===== src/rtl/glonass_ca_gen_pkg.sv =====
// glonass_pkg: shared constants and the C/A LFSR next-state function.
//   CA_LEN         chips per code period
//   CA_INIT        LFSR load value (reset, sync, every code epoch)
//   CA_TAP         LFSR stage (1..9) driven onto the chip output
//   MS_PER_BIT     code epochs per navigation data bit
//   MS_PER_MEANDER code epochs per meander half-period
//   F_CHIP, F_CLK  nominal chip and system clock rates
package glonass_pkg;
    localparam int         CA_LEN         = 511;
    localparam logic [8:0] CA_INIT        = 9'h1FF;
    localparam int         CA_TAP         = 7;
    localparam int         MS_PER_BIT     = 20;
    localparam int         MS_PER_MEANDER = 10;
    localparam int         F_CHIP         = 511000;
    localparam int         F_CLK          = 5000000;

    // Bit k-1 holds stage s(k); G(X)=1+X^5+X^9 feeds s5^s9 into s1.
    function automatic logic [8:0] ca_next(input logic [8:0] s);
        return {s[7:0], s[4] ^ s[8]};
    endfunction
endpackage


===== src/rtl/glonass_ca_gen_if.sv =====
// glonass_ca_if: chip-clock control inputs and C/A code / epoch outputs.
//   clk_511k, en, sync                      driven by master, read by slave
//   chip_stb, ca_chip, chip_idx, ca_epoch,
//   ms_cnt, meander, bit_epoch, lfsr_err    driven by slave (the generator)
interface glonass_ca_if;
    logic       clk_511k;
    logic       en;
    logic       sync;
    logic       chip_stb;
    logic       ca_chip;
    logic [8:0] chip_idx;
    logic       ca_epoch;
    logic [4:0] ms_cnt;
    logic       meander;
    logic       bit_epoch;
    logic       lfsr_err;

    modport master (
        output clk_511k, en, sync,
        input  chip_stb, ca_chip, chip_idx, ca_epoch, ms_cnt, meander, bit_epoch, lfsr_err
    );
    modport slave (
        input  clk_511k, en, sync,
        output chip_stb, ca_chip, chip_idx, ca_epoch, ms_cnt, meander, bit_epoch, lfsr_err
    );
endinterface


===== src/rtl/glonass_ca_gen_lfsr.sv =====
// glonass_ca_lfsr: 9-stage C/A LFSR with load (priority) and advance.
//   clk, rst_n  system clock, async active-low reset (loads INIT)
//   load        force state to INIT
//   adv         step the LFSR once
//   state       current stages s1..s9 in bits 0..8
//   nxt         natural next state (used for wrap consistency checking)
module glonass_ca_lfsr
    import glonass_pkg::*;
#(
    parameter logic [8:0] INIT = CA_INIT
) (
    input  logic       clk,
    input  logic       rst_n,
    input  logic       load,
    input  logic       adv,
    output logic [8:0] state,
    output logic [8:0] nxt
);
    assign nxt = ca_next(state);

    always_ff @(posedge clk or negedge rst_n) begin
        if (!rst_n)
            state <= INIT;
        else if (load)
            state <= INIT;
        else if (adv)
            state <= nxt;
    end
endmodule


===== src/rtl/glonass_ca_gen.sv =====
// glonass_ca_gen: GLONASS C/A code generator clocked by 511 kHz chip-clock edges.
//   clk, rst_n  5 MHz system clock, async active-low reset
//   ca.clk_511k chip clock sampled as data; rising edges advance the code
//   ca.en       1 = accept chip edges, 0 = freeze (edges lost)
//   ca.sync     restart to chip 0 / ms 0 (wins over a same-cycle advance)
//   ca.chip_stb registered pulse per accepted chip edge
//   ca.ca_chip  current code chip; ca.chip_idx its index 0..CODE_LEN-1
//   ca.ca_epoch pulse when chip 0 becomes current
//   ca.ms_cnt   code epoch within data bit; ca.meander 10 ms meander level
//   ca.bit_epoch pulse with ca_epoch at data-bit start
//   ca.lfsr_err sticky: LFSR did not naturally return to LFSR_INIT at wrap
module glonass_ca_gen
    import glonass_pkg::*;
#(
    parameter int         CODE_LEN       = CA_LEN,
    parameter logic [8:0] LFSR_INIT      = CA_INIT,
    parameter int         OUT_TAP        = CA_TAP,
    parameter int         MS_PER_MEANDER = glonass_pkg::MS_PER_MEANDER,
    parameter int         MS_PER_BIT     = glonass_pkg::MS_PER_BIT
) (
    input  logic           clk,
    input  logic           rst_n,
    glonass_ca_if.slave    ca
);
    logic       prev;
    logic       armed;
    logic       edge_det;
    logic       wrap;
    logic [8:0] lfsr;
    logic [8:0] lfsr_nxt;
    logic [4:0] ms_nxt;

    // armed is set once clk_511k has been seen low after reset, so a chip
    // clock that is already high at reset release is not taken as an edge.
    assign edge_det   = ca.clk_511k & ~prev & armed;
    assign wrap       = ca.chip_stb && (ca.chip_idx == 9'(CODE_LEN - 1));
    assign ms_nxt     = (ca.ms_cnt == 5'(MS_PER_BIT - 1)) ? 5'd0 : ca.ms_cnt + 5'd1;
    assign ca.ca_chip = lfsr[OUT_TAP-1];

    glonass_ca_lfsr #(.INIT(LFSR_INIT)) u_lfsr (
        .clk   (clk),
        .rst_n (rst_n),
        .load  (ca.sync | wrap),
        .adv   (ca.chip_stb),
        .state (lfsr),
        .nxt   (lfsr_nxt)
    );

    always_ff @(posedge clk or negedge rst_n) begin
        if (!rst_n) begin
            prev         <= 1'b0;
            armed        <= 1'b0;
            ca.chip_stb  <= 1'b0;
            ca.chip_idx  <= '0;
            ca.ca_epoch  <= 1'b0;
            ca.ms_cnt    <= '0;
            ca.meander   <= 1'b0;
            ca.bit_epoch <= 1'b0;
            ca.lfsr_err  <= 1'b0;
        end else begin
            prev         <= ca.clk_511k;
            armed        <= armed | ~ca.clk_511k;
            ca.chip_stb  <= edge_det & ca.en;
            ca.ca_epoch  <= 1'b0;
            ca.bit_epoch <= 1'b0;
            if (ca.sync) begin
                ca.chip_idx  <= '0;
                ca.ms_cnt    <= '0;
                ca.meander   <= 1'b0;
                ca.ca_epoch  <= 1'b1;
                ca.bit_epoch <= 1'b1;
            end else if (wrap) begin
                ca.chip_idx  <= '0;
                ca.ms_cnt    <= ms_nxt;
                ca.ca_epoch  <= 1'b1;
                ca.bit_epoch <= (ms_nxt == 5'd0);
                if (ms_nxt == 5'd0 || ms_nxt == 5'(MS_PER_MEANDER))
                    ca.meander <= ~ca.meander;
                if (lfsr_nxt != LFSR_INIT)
                    ca.lfsr_err <= 1'b1;
            end else if (ca.chip_stb) begin
                ca.chip_idx <= ca.chip_idx + 9'd1;
            end
        end
    end
endmodule


===== src/flat_wrapper.sv =====
// flat-port wrapper written by rule: the top's interface ports become plain ports
module glonass_ca_gen_flat import glonass_pkg::*;
#(
    parameter int         CODE_LEN       = CA_LEN,
    parameter logic [8:0] LFSR_INIT      = CA_INIT,
    parameter int         OUT_TAP        = CA_TAP,
    parameter int         MS_PER_MEANDER = glonass_pkg::MS_PER_MEANDER,
    parameter int         MS_PER_BIT     = glonass_pkg::MS_PER_BIT
)
  (clk, rst_n, ca_clk_511k, ca_en, ca_sync, ca_chip_stb, ca_ca_chip, ca_chip_idx, ca_ca_epoch, ca_ms_cnt, ca_meander, ca_bit_epoch, ca_lfsr_err);
  glonass_ca_if ca_i ();
  input  logic clk;
  input  logic rst_n;
  input wire logic [$bits(ca_i.clk_511k)-1:0] ca_clk_511k;
  input wire logic [$bits(ca_i.en)-1:0] ca_en;
  input wire logic [$bits(ca_i.sync)-1:0] ca_sync;
  output wire logic [$bits(ca_i.chip_stb)-1:0] ca_chip_stb;
  output wire logic [$bits(ca_i.ca_chip)-1:0] ca_ca_chip;
  output wire logic [$bits(ca_i.chip_idx)-1:0] ca_chip_idx;
  output wire logic [$bits(ca_i.ca_epoch)-1:0] ca_ca_epoch;
  output wire logic [$bits(ca_i.ms_cnt)-1:0] ca_ms_cnt;
  output wire logic [$bits(ca_i.meander)-1:0] ca_meander;
  output wire logic [$bits(ca_i.bit_epoch)-1:0] ca_bit_epoch;
  output wire logic [$bits(ca_i.lfsr_err)-1:0] ca_lfsr_err;
  assign ca_i.clk_511k = ca_clk_511k;
  assign ca_i.en = ca_en;
  assign ca_i.sync = ca_sync;
  assign ca_chip_stb = ca_i.chip_stb;
  assign ca_ca_chip = ca_i.ca_chip;
  assign ca_chip_idx = ca_i.chip_idx;
  assign ca_ca_epoch = ca_i.ca_epoch;
  assign ca_ms_cnt = ca_i.ms_cnt;
  assign ca_meander = ca_i.meander;
  assign ca_bit_epoch = ca_i.bit_epoch;
  assign ca_lfsr_err = ca_i.lfsr_err;
  glonass_ca_gen #(.CODE_LEN(CODE_LEN), .LFSR_INIT(LFSR_INIT), .OUT_TAP(OUT_TAP), .MS_PER_MEANDER(MS_PER_MEANDER), .MS_PER_BIT(MS_PER_BIT)) u_core (.clk(clk), .rst_n(rst_n), .ca(ca_i));
endmodule

===== config.mk =====
export PLATFORM = sky130hd
export DESIGN_NAME = glonass_ca_gen_flat
export DESIGN_NICKNAME = d
export VERILOG_FILES = /design/src/rtl/glonass_ca_gen_pkg.sv /design/src/rtl/glonass_ca_gen_if.sv /design/src/rtl/glonass_ca_gen_lfsr.sv /design/src/rtl/glonass_ca_gen.sv /design/src/flat_wrapper.sv
export SDC_FILE = /design/constraint.sdc
export NUM_CORES = 1
export LEC_CHECK = 0
export ABC_AREA = 1
export BUFFER_PORTS_ARGS = -buffer_cell sky130_fd_sc_hd__buf_2
export CORE_AREA = 2 2 60 62
export CTS_BUF_LIST = sky130_fd_sc_hd__clkbuf_8
export CTS_CLUSTER_SIZE = 28
export DETAILED_ROUTE_END_ITERATION = 8
export DIE_AREA = 0 0 62 64
export PLACE_DENSITY = 0.65
export REMOVE_ABC_BUFFERS = 1
export SYNTH_ARGS = -nofsm -noshare
export SYNTH_HDL_FRONTEND = slang
export SYNTH_SLANG_ARGS = --single-unit

===== constraint.sdc =====
create_clock -name clk -period 2.6 [get_ports clk]
set_input_delay 0.13 -clock clk [delete_from_list [all_inputs] [get_ports clk]]
set_output_delay 0.13 -clock clk [all_outputs]
set_load 0.01 [all_outputs]

After elaboration in Yosys (flattened, before gate mapping)
Cells that the tools add are included.

$add $sub $neg: 2. Equal/unequal tests: 4. Muxes and demuxes: 15. Bitwise gates (word level): 10. Reduce and logical (&&, ||, !) cells: 9.

Operator list (number): two-way mux 9 bit (5); two-way mux 5 bit (3); adder 9 x 1 -> 9 bit, second input constant (1); == test 9 bit, second input constant (1); inequality test 9 bit, second input constant (1); two-way mux 1 bit (7); nonzero test 2 bit (3); adder 5 x 1 -> 5 bit, second input constant (1); == test 5 x 4 -> 1 bit, second input constant (1); == test 5 bit, second input constant (1); zero test 5 bit (1); inverter 1 bit (4); bitwise AND 1 bit (3); AND reduction 3 bit (1); nonzero test 3 bit (1); OR 1 bit (2); AND reduction 2 bit (1); logical AND 1 bit (1); logical OR 1 bit (1); XOR 1 bit (1).

Flip-flop bits (word level): 30. Output and inout bits: 20. Logic and storage cells: 50.

Depth between registers and ports, before layout
Depth in word-level cells: 7. Depth in mapped cells: 11. Gate-level depth less buffers: 11.

Hierarchy
From an unflattened synthesis, not the netlist that was laid out.

Cells, all modules: 179. Area total of the unflattened synthesis: 1609.0 sq um.

Modules (own cells, without submodules): glonass_ca_gen (times used 1, cells an instance 127, area each 1123.6 sq um, sequential area each 525.5 sq um); glonass_ca_lfsr (times used 1, cells an instance 52, area each 485.5 sq um, sequential area each 236.5 sq um).

Worst setup path after synthesis
Ideal clock, no wire load.

Kind: flip-flop to flip-flop. Start point: register u_core.ca.chip_idx[0]. End point: register u_core.ca.meander. Setup time: 119 ps. Arrival time: 1311 ps. Required time: 2481 ps. Path slack: 1170 ps. Stages on the path, launching flop included: 10. Clock period less this slack: 1430 ps. Cell sequence: dfrtp_1 -> inv_1 -> ha_1 -> nand2_1 -> nor2_1 -> nand3_4 -> nor2_1 -> nand3_1 -> a21oi_1 -> nor2_1.

Cells in the longest elaborated chain, start to end: 4.

RTL lines: start: declaration (line glonass_ca_gen_if.sv:24) `output chip_stb, ca_chip, chip_idx, ca_epoch, ms_cnt, meander, bit_epoch, lfsr_err`; start signal: assignment (line glonass_ca_gen.sv:82) `ca.chip_idx <= ca.chip_idx + 9'd1;`; == test 9 bit (line glonass_ca_gen.sv:36) `assign wrap = ca.chip_stb && (ca.chip_idx == 9'(CODE_LEN - 1));`; logical AND 1 bit (line glonass_ca_gen.sv:36); nonzero test 2 bit (no line); AND reduction 2 bit (no line); end signal: assignment (line glonass_ca_gen.sv:78) `ca.meander <= ~ca.meander;`; end: declaration (line glonass_ca_gen_if.sv:24).

No other way between the ends. A chain may end at the register's enable or synchronous reset.

Final worst setup path
Start point: register u_core.ca.chip_idx[0]. End point: register u_core.ca.chip_idx[3].

Cells in the longest elaborated chain, start to end: 4. Elaborated cells between the ends (all ways): 7. Those cells by class: 1 x add/sub; 1 x eq/ne; 3 x mux; 2 x reduce/logical.

RTL lines: adder 9 x 1 -> 9 bit / == test 9 bit (equally long branches) (line glonass_ca_gen.sv:82, glonass_ca_gen.sv:36); two-way mux 9 bit / logical AND 1 bit (equally long branches) (line glonass_ca_gen.sv:81, glonass_ca_gen.sv:36); two-way mux 9 bit (line glonass_ca_gen.sv:72) `end else if (wrap) begin`; two-way mux 9 bit (line glonass_ca_gen.sv:66) `if (ca.sync) begin`.

Several ways; a longest one is shown, not always the timed one. The select of a mux whose other input is x is not followed.

==> metrics.txt <==
chip width 62 um; H-tree lvl count 2; Port-buffer cells 24; RR Startpoint u_core.ca.chip_idx[0]; DRC viols 0; Max-Cap Viols 0; GRT Resource Usage Total 16.54%; Arrival @ worst endpoint 1900 ps; Worst Setup SP u_core.ca.chip_idx[0]; crit path cell chain inv_1 -> ha_1 -> nand2_1 -> nor2_1 -> nand3_4 -> nand2_2 -> inv_2 -> o21ai_0 -> a21oi_1; number of synthesized flops with an enable pin 0; CP max FO 13; hpwl dp 2014 um; Ports 25; fmax 577.0 MHz; Lkg Pwr 0.0008912 uW; setup_tns 0 ps; top cell type's share of synthesized area 36.11%; clock root buffer clkbuf_8; DRT Pass-1 Iters 4; number of diodes 0; Die ar. 3968 um^2; Slew Viols, Final 0; most common cell in the netlist nand2_1; cell taking the most area after synthesis dfrtp_1; largest net degree at the start of global routing 31; final setup fails 0; drt initial violations 56; routed vias/inst 4.854; Worst Skew 5.918 ps; minimum clock period 1733 ps; Crit path largest cell delay 410 ps; syn avg cell area 8.610 um^2; pwr/cell area 546.7 nW/um^2; Placed Cells 236; core area 3284 um^2; post-CTS setup repair buffer count 0; Synth area leaders dfrtp_1 (36%), dfstp_2 (16%), nand2_1 (8.5%), inv_1 (5.7%), nor2_1 (4.1%); Yosys cell types 30; Area Growth Syn to Fin 18.74%; antenna violations before repair 0; register area share after synthesis 52.36%; Skew-Pair Late Insertion Delay 290 ps; Non-Filler Instances 246; Setup Crit Path Kind flop to flop; hold_ws 73.79 ps; layout cells sized above 1 26.50%; Num Clock Sinks 30; Tcrit/Tclk final 66.66%; worst-margin pin slew 641.8 ps; vias after detailed routing 1194; status finished clean; final net count 208; Yosys reg bits 30; Syn Inst Count 169; deepest clock path buffer count 2; CP Capture Type flop; grt ovf 0; final number of hold-violating endpoints 0; final WL 2800 um; Tightest Hold Check Type input pin to flop; Post-synth top cells nand2_1 (33), inv_1 (22), dfrtp_1 (21); Die Ht 64 um; crit start category flop; per-cell routed wire length 11.38 um; HP Start ca_en; area of the mapped netlist 1455 um^2; asr flop ratio synth 100.0%; RSZ-0062 raised after global routing no; CTS tree yes; Max-Slew Margin vs Limit 57.21%; global-route wire length before repair 4836 um; antenna viol nets, final 0; Row Count 21; Yosys warning total 0; worst vdd ir 0.3029 mV; total power 944.7 uW; CTS Buf Count 5; Post-synth top flop dfrtp_1; vias in the first global route 1145; GPL Wtd Cong 0.9107; Clk pin slew, worst setup/hold paths 70 ps; Worst EP required 2760 ps; starting density of the core 44.30%; slowest CP cell dfrtp_1
==> power breakdown <==
group	internal, uW	leakage [uW]	switching, uW
logic	19.8	0.000471	38.1
clock network	212	0.0000472	177
registers	487	0.000373	11.4
total	719	0.000891	226
==> layout make-up <==
class	instances	area, um^2
clock inverters	2	12.51
well taps	46	57.56
multi-input cells	108	568.0
clock buffers	6	82.58
fillers	303	1556
inverters	28	105.1
flip-flops and latches	30	762.0
repair buffers	26	140.1
==> cells in the final DEF, fill, tap and decap left out, drive strengths merged <==
master and count:
o21a 1, dfrtp 21, nor4 1, xor2 1, buf 24, nand4 4, nand2 35, nor2 19
ha 4, clkbuf 6, nor3 3, and3 1, dfstp 9, clkinvlp 1, clkinv 2, inv 27
o211ai 2, o21ai 13, o41ai 1, a21oi 10, o21bai 1, nand3 8, dlygate4sd3 2, o22ai 4
==> metal layers <==
metal	up-vias	GRT usage [%]	part of all wire, %
met4	0	9.574	3.0
met2	36	24.48	45
met5	-	0	0
met3	10	4.251	4.8
met1	542	21.24	48
li1	606	-	-
==> stage by stage <==
| stage | setup WS [ps] | cell area (um^2) | utilization [%] |
|---|---|---|---|
| 3_5_place_dp | 875.1 | 1613 | 49.10 |
| 5_1_grt | 711.6 | 1728 | 52.61 |
| 4_1_cts | 867.4 | 1728 | 52.61 |
| 2_1_floorplan | 1117 | 1435 | - |
| 6_report | 866.9 | 1728 | 52.61 |
| 3_3_place_gp | 969.0 | 1613 | 49.10 |
==> worst max-delay path: cells and delay by family, from the launching register on <==
family                     cells  cell delay (ps)
AOI/OAI and AO/OA              2              170
adders and majority gates      1              160
buffers and inverters          2              270
DFF                            1              410
and+or+nand+nor                4              590
==> logic make-up after synthesis <==
family	share of synthesized area (%)
fa+ha+maj	3.440
xor+xnor	0.6020
buf+inv	8.598
flops	52.36
simple gates	22.70
compound gates	12.30
==> flip-flops by register name (all words and copies together), names as in the netlist <==
register,count
u_core.ca.ms_cnt,5
u_core.armed,1
u_core.prev,1
u_core.ca.meander,1
u_core.ca.ca_epoch,1
u_core.ca.chip_stb,1
u_core.u_lfsr.state,9
u_core.ca.lfsr_err,1
u_core.ca.bit_epoch,1
u_core.ca.chip_idx,9
==> path summary, 6_finish.rpt <==
path | endpoint | slack, ps | depth (start not counted)
worst max-delay path | u_core.ca.chip_idx[3] | 870 | 9
worst min-delay path | u_core.ca.chip_stb | 70 | 3
worst max register to register | u_core.ca.chip_idx[3] | 870 | 9
worst min register to register | u_core.ca.chip_stb | 400 | 1
max in group asynchronous | u_core.armed | 1770 | 2
min in group asynchronous | u_core.ca.ms_cnt[4] | 400 | 2
==> what timing repair did <==
action,CTS,global route
hold endpoints to repair,22,0
hold buffers,2,0
resized for setup,0,0
Note: power is estimated with default switching activity, not from simulation.
